[config.mk]
export PLATFORM = sky130hd
export DESIGN_NAME = daq_frame_sequencer
export DESIGN_NICKNAME = d
export VERILOG_FILES = /design/src/rtl/daq_pkg.sv /design/src/rtl/daq_pacer.sv /design/src/rtl/daq_frame_sequencer.sv
export SDC_FILE = /design/constraint.sdc
export NUM_CORES = 1
export LEC_CHECK = 0
export CORE_ASPECT_RATIO = 0.5
export CORE_MARGIN = 5
export CORE_UTILIZATION = 42
export DETAILED_ROUTE_END_ITERATION = 8
export PLACE_DENSITY = 0.69
export SLEW_MARGIN = 10
export SYNTH_ARGS = -nofsm -noshare
export SYNTH_HDL_FRONTEND = slang
export SYNTH_SLANG_ARGS = --single-unit
[constraint.sdc]
create_clock -name bus_clk -period 3.1 [get_ports bus_clk]
set_clock_uncertainty 0.1 [all_clocks]
set_input_delay 0.62 -clock bus_clk [delete_from_list [all_inputs] [get_ports bus_clk]]
set_output_delay 0.62 -clock bus_clk [all_outputs]
set_load 0.01 [all_outputs]
[src/rtl/daq_pkg.sv]
// Shared command codes, default frame delimiters and state encoding for the DAQ frame sequencer.
`timescale 1ns/1ps
package daq_pkg;

  localparam logic [7:0] CMD_START = 8'hFF;
  localparam logic [7:0] CMD_RESET = 8'hC0;
  localparam logic [7:0] CMD_CLOSE = 8'hC7;

  localparam logic [31:0] DEF_HEAD_WORD = 32'hAAAAAAAA;
  localparam logic [31:0] DEF_TAIL_WORD = 32'hF0F0F0F0;

  typedef logic [1:0] state_t;
  localparam state_t ST_IDLE    = 2'd0;
  localparam state_t ST_HEAD    = 2'd1;
  localparam state_t ST_PAYLOAD = 2'd2;
  localparam state_t ST_TAIL    = 2'd3;

  // Payload word k carries the pair {2k+1, 2k+2}.
  function automatic logic [31:0] payload_word(input logic [7:0] k);
    logic [15:0] k2;
    k2 = {7'd0, k, 1'b0};
    return {k2 + 16'd1, k2 + 16'd2};
  endfunction

endpackage

[src/rtl/daq_pacer.sv]
// Free-running write-slot counter: tick is high one cycle in every 2^PACE_LOG2.
`timescale 1ns/1ps
module daq_pacer #(
  parameter int unsigned PACE_LOG2 = 5
) (
  input  logic bus_clk,
  input  logic rst_n,
  output logic tick
);

  generate
    if (PACE_LOG2 == 0) begin : g_every
      assign tick = 1'b1;
    end else begin : g_cnt
      logic [PACE_LOG2-1:0] cnt;

      always_ff @(posedge bus_clk) begin
        if (!rst_n) cnt <= '0;
        else        cnt <= cnt + PACE_LOG2'(1);
      end

      assign tick = (cnt == '0);
    end
  endgenerate

endmodule

[src/rtl/daq_frame_sequencer.sv]
// Paced HEAD/PAYLOAD/TAIL frame generator for the read_32 capture FIFO, driven by command bytes.
// Build option DAQ_OVERFLOW_STOP_EN: stop writing and report EOF once the FIFO has overflowed.
`timescale 1ns/1ps
module daq_frame_sequencer
  import daq_pkg::*;
#(
  parameter int unsigned PAYLOAD_WORDS = 24,
  parameter int unsigned PACE_LOG2     = 5,
  parameter logic [31:0] HEAD_WORD     = DEF_HEAD_WORD,
  parameter logic [31:0] TAIL_WORD     = DEF_TAIL_WORD
) (
  input  logic        bus_clk,
  input  logic        rst_n,
  input  logic        cmd_wr,
  input  logic [7:0]  cmd_byte,
  input  logic        stream_open,
  input  logic        fifo_full,
  input  logic        fifo_empty,
  output logic [31:0] fifo_din,
  output logic        fifo_wr_en,
  output logic        stream_eof,
  output logic        running,
  output logic [15:0] frame_count,
  output logic        led_active
);

  state_t     state;
  logic [7:0] word_idx;
  logic       close_pending;
  logic       open_d;
  logic       tick;
  logic       has_been_full;
  logic       overflow_stop;
  logic       cmd_start, cmd_reset, cmd_close;
  logic       open_fall, slot, last_payload;

  daq_pacer #(.PACE_LOG2(PACE_LOG2)) u_pacer (
    .bus_clk (bus_clk),
    .rst_n   (rst_n),
    .tick    (tick)
  );

`ifdef DAQ_OVERFLOW_STOP_EN
  logic has_been_nonfull;

  always_ff @(posedge bus_clk) begin
    if (!rst_n || !stream_open) begin
      has_been_nonfull <= 1'b0;
      has_been_full    <= 1'b0;
    end else begin
      if (!fifo_full)                     has_been_nonfull <= 1'b1;
      if (fifo_full && has_been_nonfull)  has_been_full    <= 1'b1;
    end
  end

  assign overflow_stop = has_been_full;
`else
  assign has_been_full = 1'b0;
  assign overflow_stop = 1'b0;
`endif

  assign cmd_start    = cmd_wr && (cmd_byte == CMD_START);
  assign cmd_reset    = cmd_wr && (cmd_byte == CMD_RESET);
  assign cmd_close    = cmd_wr && (cmd_byte == CMD_CLOSE);
  assign open_fall    = open_d && !stream_open;
  assign slot         = tick && (state != ST_IDLE) && stream_open && !fifo_full && !overflow_stop;
  assign last_payload = (word_idx == 8'(PAYLOAD_WORDS - 1));

  always_ff @(posedge bus_clk) begin
    if (!rst_n) begin
      state         <= ST_IDLE;
      word_idx      <= '0;
      close_pending <= 1'b0;
      open_d        <= 1'b0;
      fifo_din      <= '0;
      fifo_wr_en    <= 1'b0;
      stream_eof    <= 1'b0;
      frame_count   <= '0;
    end else begin
      open_d     <= stream_open;
      fifo_wr_en <= 1'b0;
      stream_eof <= fifo_empty && has_been_full;
      // Aborts take priority over any slot in the same cycle so no partial word escapes.
      if (cmd_reset) begin
        state         <= ST_IDLE;
        word_idx      <= '0;
        close_pending <= 1'b0;
        frame_count   <= '0;
      end else if (open_fall || overflow_stop) begin
        state         <= ST_IDLE;
        word_idx      <= '0;
        close_pending <= 1'b0;
      end else begin
        if (cmd_close && state != ST_IDLE) close_pending <= 1'b1;
        if (cmd_start && state == ST_IDLE) state <= ST_HEAD;
        if (slot) begin
          fifo_wr_en <= 1'b1;
          case (state)
            ST_HEAD: begin
              fifo_din <= HEAD_WORD;
              word_idx <= '0;
              state    <= ST_PAYLOAD;
            end
            ST_PAYLOAD: begin
              fifo_din <= payload_word(word_idx);
              if (last_payload) state <= ST_TAIL;
              else              word_idx <= word_idx + 8'd1;
            end
            ST_TAIL: begin
              fifo_din    <= TAIL_WORD;
              frame_count <= frame_count + 16'd1;
              if (close_pending) begin
                state         <= ST_IDLE;
                close_pending <= 1'b0;
              end else begin
                state <= ST_HEAD;
              end
            end
            default: ;
          endcase
        end
      end
    end
  end

  assign running    = (state != ST_IDLE);
  assign led_active = fifo_wr_en;

endmodule

==> flow_metrics.tcl, run 1 <==
set metrics [dict create \
    status "finished clean" \
    period_share_pct 80.6 \
    end_kind "flop" \
    max_slew.worst_pin.slew_ps 711 \
    async_reset_ff_share_pct 0 \
    port_buffers 60 \
    cts-root-buf "clkbuf_16" \
    finalHoldViolCount 0 \
    wl_um 6700 \
    fmax_ghz 0.400 \
    crit_start "state[0]" \
    fp.dieW_um 125 \
    net-switching-power_uw 281 \
    cts_setup_buffers 0 \
    cts_tree "done" \
    switching_share_pct 21.4 \
    power_frac_seq_pct 54.3 \
    cts-buffers-inserted 5 \
    yosysTopAreaCell "dfxtp_1" \
    crit_required_ps 3220 \
    postRouteAntennaNets 0 \
    wl_met3_um 364 \
    top_layer "met4" \
    synth_cell_types 49 \
    worstPathMaxFanout 16 \
    synth_edf_count 0 \
    power_frac_comb_pct 4.0 \
    drc 0 \
    die_y_um 67.6 \
    intPower_uw 1030 \
    rows 21 \
    synth_top_area_share_pct 39.5 \
    wl_met1_um 2990 \
    dp_slack_ps 314 \
    synth_area_per_cell_sq_um 8.42 \
    max_cap_viol_count 0 \
    synthTopCellsByArea "dfxtp_1 (39%), a21oi_1 (8.1%), ha_1 (4.0%)" \
    yosys_warnings 0 \
    htree_levels 2 \
    final_area_sq_um 3530 \
    clkSlewWorstSetupHoldPaths_ps 70 \
    grt_pass1_vias 2341 \
    rsz0062_at_grt "no" \
    ys_seq_elements 55 \
    synthFlopType "dfxtp_1" \
    hold_path_class "flop to flop" \
    grtUsageTotal_pct 15.6 \
    drt_iter0_drc 241 \
    layout-drive-gt1-share_pct 5.33 \
    maxSlewViolCount 0 \
    wl_met2_um 3270 \
    max_slew_margin_pct 52.6 \
    place.gp.congestion 0.876 \
    insertion_delay_ps 290 \
    postPlaceCellArea_sq_um 3380 \
    seq_area_sq_um 1100 \
    ys_seq_area_share_pct 39.5 \
    crit_type "flop to flop" \
    antenna_cells 0 \
    syn_area_sq_um 2790 \
    r2r-start "state[0]" \
    cts_sinks 55 \
    finalSetupViolations 0 \
    io_pins 66 \
    nets 397 \
    clock_power_share_pct 41.7 \
    cts_hold_buf 0 \
    clockBufferDepth 2 \
    critPathLaunchType "flop" \
    synthesis.instances 331 \
    min-delay-start "u_pacer.g_cnt.cnt[0]" \
    overflow 0 \
    fp.dieArea_sq_um 8470 \
    multiInputGateArea_sq_um 1480 \
    synth_common_cells "dfxtp_1 (55), a21oi_1 (45), o21ai_0 (21), nand3_1 (19), nand4_1 (17)" \
    dp_hpwl_um 5040 \
    area_growth_pct 26.5 \
    min_period_ps 2500 \
    viasPerCell 5.49 \
    grt_pass1_wl_um 11000 \
    coreArea_sq_um 6570 \
    p_leak_uw 0.00118 \
    route.vias.total 2565 \
    power_density_nw_per_um2 373 \
    synth_most_common_cell "dfxtp_1" \
    initial_core_util_pct 42.4 \
    fin_setup_tns_ps 0 \
    first_pass_iters 4 \
    post_cts_resize_count 0 \
    num-fill-cells 613 \
    grt_antenna_before_repair 0 \
    post_drt_wl_per_cell_um 14.3 \
    irDropWorstVdd_uv 217 \
    grt_max_degree 23 \
    arrival_ps 2620 \
    setup_ws_ps 602 \
]
==> sequential cells by signal, summed over array words and instances, names as in the netlist <==
| register | flops |
|---|---|
| fifo_din | 21 |
| u_pacer.g_cnt.cnt | 5 |
| state | 2 |
| frame_count | 16 |
| open_d | 1 |
| word_idx | 8 |
| fifo_wr_en | 1 |
| close_pending | 1 |
==> area by class of cell <==
| class | instances | share of cell area [%] |
|---|---|---|
| repair buffers | 68 | 18.7 |
| clock buffers | 6 | 3.66 |
| multi-input cells | 236 | 41.9 |
| well taps | 92 | 3.26 |
| clock inverters | 2 | 0.355 |
| inverters | 8 | 0.852 |
| flip-flops and latches | 55 | 31.2 |
==> worst max-delay path, cell delays in order, from the launching register on <==
cell and delay (ps):
dfxtp_1 390, inv_1 100, ha_1 270, nor4bb_1 300, buf_4 230, and2_1 430, buf_4 300, nand4_1 110
a21oi_1 190
==> per-layer routing <==
| metal | vias up | GRT usage, % |
|---|---|---|
| met5 | - | 0 |
| met4 | 0 | 4.59 |
| met3 | 8 | 3.71 |
| met2 | 60 | 28.2 |
| met1 | 1220 | 19.0 |
| li1 | 1277 | - |
==> final timing paths <==
path	slack (ps)	cells past startpoint	to
setup / recovery	600	8	fifo_din[18]
hold / removal	360	1	u_pacer.g_cnt.cnt[0]
setup reg to reg	600	8	fifo_din[18]
hold reg to reg	360	1	u_pacer.g_cnt.cnt[0]
==> cell usage in the layout, fill, tap and decap left out, types with 3 or more instances in the layout <==
| cell | Yosys | layout |
|---|---|---|
| o21ai_0 | 21 | 21 |
| inv_1 | 8 | 8 |
| a21oi_1 | 45 | 45 |
| nor3_1 | 8 | 8 |
| nand2_1 | 14 | 14 |
| and2_1 | 6 | 6 |
| clkbuf_16 | 0 | 5 |
| conb_1 | 1 | 4 |
| nor4_1 | 3 | 3 |
| ha_1 | 9 | 9 |
| clkdlybuf4s50_1 | 0 | 60 |
| xor2_1 | 8 | 8 |
| nand4_1 | 17 | 17 |
| dfxtp_1 | 55 | 55 |
| nand2b_1 | 3 | 3 |
| and4_1 | 3 | 3 |
| a211oi_1 | 7 | 7 |
| nand3_1 | 19 | 19 |
| xnor2_1 | 5 | 5 |
| nor2b_1 | 6 | 6 |
| nor2_1 | 12 | 12 |
| or3_1 | 11 | 11 |
| buf_4 | 14 | 8 |
| o211ai_1 | 3 | 3 |
| and3_1 | 3 | 3 |
==> power by group through the flow <==
stage	combinational [uW]	clock [uW]	sequential (uW)
after global placement	51.0	0	730
after CTS	52.5	562	714
final	52.2	548	714
after detailed placement	52.4	0	730
after global routing	57.5	593	714
after floorplan	29.8	0	730
==> metrics by stage <==
stage,hold slack (ps),power [uW],cells,util [%]
after floorplan,314,759,334,-
after global placement,329,781,459,51.5
after detailed placement,350,783,459,51.5
after CTS,365,1330,467,53.7
after global routing,412,1360,467,53.7
final,362,1310,467,53.7
==> kinds of logic (layout without fill, tap and decap cells) <==
kind of cell / after synthesis / after routing / synth area share (%)
adders and majority gates: 9 / 9 / 4.04
buffers and inverters: 43 / 84 / 7.90
and+or+nand+nor: 119 / 119 / 25.4
DFF: 55 / 55 / 39.5
xor gates and xnor gates: 13 / 13 / 4.08
other: 1 / 4 / 0.135
AOI/OAI and AO/OA: 91 / 91 / 19.0
Note: power is estimated with default switching activity, not from simulation.
==> run 2, diff against run 1 <==
- PLACE_DENSITY: 0.69 -> 0.72
- clock period: 3.1 -> 2 ns (I/O delays scaled with it)
==> run 2 against run 1 <==
  * Sequential power is 55% higher
  * Design area is 11% higher
  * Die area stayed put
  * Critical path depth is 1 lower
  * Non-clock buffer count is 35 higher
  * Clock power is 84% higher
  * Global-route usage is 2.4 points higher
  * Fmax is 27% higher
  * Register-to-register slack worse by 570 ps
  * Hold slack better by 15 ps
  * Core utilization is 5.8 points higher
  * Cell count is 7.5% higher
==> flow_metrics.tcl, run 2 (synthesis gave the netlist of run 1 again) <==
set metrics [dict create \
    status "finished clean" \
    end_kind "flop" \
    top_register "fifo_din" \
    drt_iter0_drc 180 \
    htree_levels 2 \
    cts_sinks 55 \
    fin_setup_tns_ps 0 \
    hold_path_class "flop to flop" \
    viasPerCell 5.44 \
    io_pins 66 \
    postRouteAntennaNets 0 \
    maxSlewViolCount 0 \
    rsz0062_at_grt "yes" \
    route.vias.total 2729 \
    setup_ws_ps 36.8 \
    nets 432 \
    antenna_cells 0 \
    grt_pass1_wl_um 12800 \
    critPathLaunchType "flop" \
    crit_type "flop to flop" \
    finalPower_uw 2210 \
    dp_hpwl_um 5460 \
    cts-buffers-inserted 5 \
    irDropWorstVdd_uv 318 \
    first_pass_iters 5 \
    place.gp.congestion 0.844 \
    fp.dieArea_sq_um 8470 \
    grtUsageTotal_pct 18.1 \
    layout_commonest_cell "clkdlybuf4s50_1" \
    largestRegisters "fifo_din (21), frame_count (16), word_idx (8)" \
    largest_reg_flops 21 \
    finalSetupViolations 0 \
    post_drt_wl_per_cell_um 15.0 \
    max_cap_viol_count 0 \
    power_frac_seq_pct 50.0 \
    coreArea_sq_um 6570 \
    wl_um 7520 \
    power_frac_comb_pct 4.4 \
    dp_slack_ps -323 \
    grt_pass1_vias 2671 \
    grt_antenna_before_repair 0 \
    die_y_um 67.6 \
    power_density_nw_per_um2 566 \
    crit_required_ps 2130 \
    area_growth_pct 40.2 \
    layout-drive-gt1-share_pct 17.8 \
    drc 0 \
    p_leak_uw 0.00140 \
    r2r_slack_ps 40 \
    cts_tree "done" \
    min_period_ps 1960 \
    cts-root-buf "clkbuf_16" \
    period_share_pct 98.2 \
    net-switching-power_uw 468 \
    num-fill-cells 584 \
    clockBufferDepth 2 \
    insertion_delay_ps 290 \
    overflow 0 \
    grt_max_degree 24 \
    worstPathMaxFanout 7 \
    port_buffers 60 \
    fp.dieW_um 125 \
    intPower_uw 1740 \
    initial_core_util_pct 42.4 \
    fmax_ghz 0.509 \
    switching_share_pct 21.1 \
    clock_power_share_pct 45.6 \
    rows 21 \
    finalHoldViolCount 0 \
    clkSlewWorstSetupHoldPaths_ps 70 \
    final_cell_mix "clkdlybuf4s50_1 (58), dfxtp_1 (52), a21oi_1 (42)" \
    arrival_ps 2090 \
]
run 2: final timing paths:
check / from / endpoint / cells past startpoint
hold reg to reg: fifo_din[1] / fifo_din[1] / 2
hold / removal: fifo_din[1] / fifo_din[1] / 2
setup reg to reg: state[0] / frame_count[15] / 7
setup / recovery: state[0] / frame_count[15] / 7
run 2: repair_timing:
item | 4_1_cts | 5_1_grt
hold buffers | 0 | 0
buffers inserted | 4 | 2
pin swaps | 4 | 5
endpoints found under the setup margin | 27 | 35
resized for setup | 10 | 13
run 2: final cells by class:
cell class | instances | area [sq um] | area share (%)
clock inverters | 3 | 46.3 | 1.18
multi-input cells | 236 | 1550 | 39.8
repair buffers | 103 | 932 | 23.9
clock buffers | 5 | 125 | 3.20
flip-flops and latches | 55 | 1100 | 28.3
inverters | 8 | 30.0 | 0.768
well taps | 92 | 115 | 2.95
run 2: power by group through the flow:
stage               Combinational (uW)  Clock (uW)  Sequential [uW]
floorplan                         46.4           0             1130
global placement                  88.9           0             1130
detailed placement                91.9           0             1130
CTS                               93.3        1020             1110
global route                       107        1070             1110
finish                            97.2        1010             1110
run 2: through the flow:
stage / instance area, sq um / utilization, % / std cells / hold slack [ps]
final: 3910 / 59.5 / 502 / 377
after global routing: 3910 / 59.5 / 502 / 402
after CTS: 3840 / 58.4 / 500 / 379
after detailed placement: 3610 / 54.9 / 488 / 368
after global placement: 3610 / 54.9 / 488 / 362
after floorplan: 2810 / - / 334 / 314
run 2: layer usage:
layer	track usage, %	wire [um]	up-vias
li1	-	-	1350
met1	23.6	3560	1302
met2	31.4	3570	71
met3	3.71	346	6
met4	4.19	51	0
met5	0	0	-
run 2: worst max-delay path: stages, from the launching register on:
cell and delay (ps):
dfxtp_2 340, inv_2 50, ha_4 160, nor4bb_4 270
buf_6 170, nand4_4 130, or4_1 520, a21oi_2 160
==> run 3, diff against run 2 <==
- ABC_AREA: not set -> 1
- PLACE_DENSITY: 0.72 -> 0.71
- SKIP_CTS_REPAIR_TIMING: not set -> 1
==> run 3 against run 2 <==
  * Core utilization shrank 3.6 points
  * Wire length decreased by 9.8%
  * Sequential power about the same
  * Global-route usage fell by 2.2 points
  * Cell count is 16% higher
  * Area after synthesis rose by 7.1%
  * Synthesized cell count grew 30%
  * Sequential share of layout area rose by 0.73 points
  * Combinational power down 2.4%
  * Register-to-register slack better by 140 ps
  * Die area up 6.3%
  * Largest cell class unchanged
==> flow_metrics.tcl, run 3 <==
set metrics [dict create \
    ys_seq_area_share_pct 36.9 \
    dp_hpwl_um 5100 \
    final_cell_mix "nand2_1 (116), clkdlybuf4s50_1 (59), nor2_1 (58)" \
    max_cap_viol_count 0 \
    multiInputGateArea_sq_um 1550 \
    crit_type "flop to output pin" \
    largest_reg_flops 21 \
    end_kind "output pin" \
    top_register "fifo_din" \
    postPlaceCellArea_sq_um 3650 \
    io_pins 66 \
    cp_cell_sequence "clkdlybuf4s50_1" \
    syn_area_sq_um 2990 \
    status "finished clean" \
    power_density_nw_per_um2 546 \
    num-fill-cells 637 \
    power_frac_seq_pct 53.3 \
    synth_cell_types 33 \
    insertion_delay_ps 290 \
    cts_sinks 55 \
    critPathLaunchType "flop" \
    finalSetupViolations 0 \
    nets 513 \
    power_frac_comb_pct 4.6 \
    synthTopCellsByArea "dfxtp_1 (37%), nand2_1 (15%), nor2_1 (7.3%)" \
    cp_top_family "buffers and inverters" \
    fp.dieArea_sq_um 9000 \
    htree_levels 2 \
    rows 21 \
    grt_pass1_wl_um 11800 \
    ys_seq_elements 55 \
    synth_top_area_share_pct 36.9 \
    maxSlewViolCount 0 \
    layout-drive-gt1-share_pct 10.2 \
    grtUsageTotal_pct 15.9 \
    drt_iter0_drc 130 \
    finalHoldViolCount 0 \
    net-switching-power_uw 462 \
    postRouteAntennaNets 0 \
    p_leak_uw 0.00142 \
    intPower_uw 1610 \
    layout_commonest_cell "nand2_1" \
    synth_common_cells "nand2_1 (116), nor2_1 (58), dfxtp_1 (55), inv_1 (37), a21oi_1 (36)" \
    synthesis.instances 429 \
    finalPower_uw 2080 \
    initial_core_util_pct 43.9 \
    yosys_warnings 0 \
    antenna_cells 0 \
    cts_tree "done" \
    cts-root-buf "clkbuf_16" \
    grt_pass1_vias 2650 \
    hold_path_class "flop to flop" \
    first_pass_iters 4 \
    grt_antenna_before_repair 0 \
    async_reset_ff_share_pct 0 \
    yosysTopAreaCell "dfxtp_1" \
    switching_share_pct 22.3 \
    rsz0062_at_grt "no" \
    synthFlopType "dfxtp_1" \
    fmax_ghz 0.543 \
    synth_area_per_cell_sq_um 6.96 \
    irDropWorstVdd_uv 334 \
    seq_area_sq_um 1100 \
    final_area_sq_um 3800 \
    place.gp.congestion 0.901 \
    crit_buf_inv 1 \
    period_share_pct 92.0 \
    critPathMaxStageDelay_ps 590 \
    fp.dieW_um 129 \
    drc 0 \
    crit_slowest_cell "clkdlybuf4s50_1" \
    clkSlewWorstSetupHoldPaths_ps 70 \
    port_buffers 60 \
    largestRegisters "fifo_din (21), frame_count (16), word_idx (8)" \
    clock_power_share_pct 42.2 \
    area_growth_pct 27.3 \
    cts-buffers-inserted 5 \
    route.vias.total 2784 \
    synth_edf_count 0 \
    synth_most_common_cell "nand2_1" \
    min_period_ps 1840 \
    viasPerCell 4.78 \
    post_drt_wl_per_cell_um 11.6 \
    grt_max_degree 21 \
    clockBufferDepth 2 \
    worstPathMaxFanout 7 \
    crit_required_ps 1500 \
    coreArea_sq_um 6810 \
    wl_um 6780 \
    die_y_um 69.6 \
    r2r_slack_ps 180 \
    arrival_ps 1340 \
    overflow 0 \
]
## run 3: cell types whose count changed after synthesis, moves of 7 or more
cell	change
inv_1	+29
nor2_4	+8
nand2_1	+102
nand4_1	-9
a211oi_1	-7
a21oi_1	-9
nor2_1	+46
or3_1	-11
clkbuf_1	-15
## run 3: power by group through the flow
stage	Clock (uW)	Sequential (uW)	Combinational (uW)
global route	947	1110	105
global placement	0	1130	94.9
CTS	909	1110	95.9
floorplan	0	1130	54.8
detailed placement	0	1130	95.7
finish	875	1110	94.9
## run 3: per-stage QoR
step	hold WS, ps	worst slack (ps)	std cells	TNS (ps)	util (%)
final	363	160	583	0	55.8
after global routing	387	3.88	583	0	55.8
after CTS	366	-183	583	-183	55.7
after detailed placement	351	-44.1	575	-566	53.6
after global placement	346	-18.5	575	-193	53.6
after floorplan	330	286	432	0	-
## run 3: logic make-up (layout without fill, tap and decap cells)
| kind of cell | Yosys count | in the layout | share of synthesized area [%] |
|---|---|---|---|
| AOI/OAI and AO/OA | 62 | 62 | 11.1 |
| xor gates and xnor gates | 5 | 5 | 1.47 |
| adders and majority gates | 9 | 9 | 3.77 |
| buffers and inverters | 66 | 125 | 11.8 |
| DFF | 55 | 55 | 36.9 |
| other | 1 | 4 | 0.126 |
| and+or+nand+nor | 231 | 231 | 34.8 |
## run 3: final cells by class
class                   instances  share of cell area [%]
flip-flops and latches         55                    29.0
well taps                      92                    3.03
repair buffers                 75                    19.2
clock inverters                 2                   0.461
inverters                      42                    4.28
multi-input cells             311                    40.7
clock buffers                   6                    3.39
## run 3: path summary, 6_finish.rpt
check                               to  depth (start not counted)                  from
setup / recovery       frame_count[10]                          1       frame_count[10]
hold / removal    u_pacer.g_cnt.cnt[0]                          1  u_pacer.g_cnt.cnt[0]
setup reg to reg           word_idx[6]                          9              state[0]
hold reg to reg   u_pacer.g_cnt.cnt[0]                          1  u_pacer.g_cnt.cnt[0]
## run 3: per-layer routing
metal / up-vias / GRT usage, % / share of wire [%]
li1: 1471 / - / -
met1: 1247 / 20.4 / 48
met2: 61 / 26.2 / 45
met3: 5 / 4.00 / 5.3
met4: 0 / 4.66 / 0.93
met5: - / 0 / 0
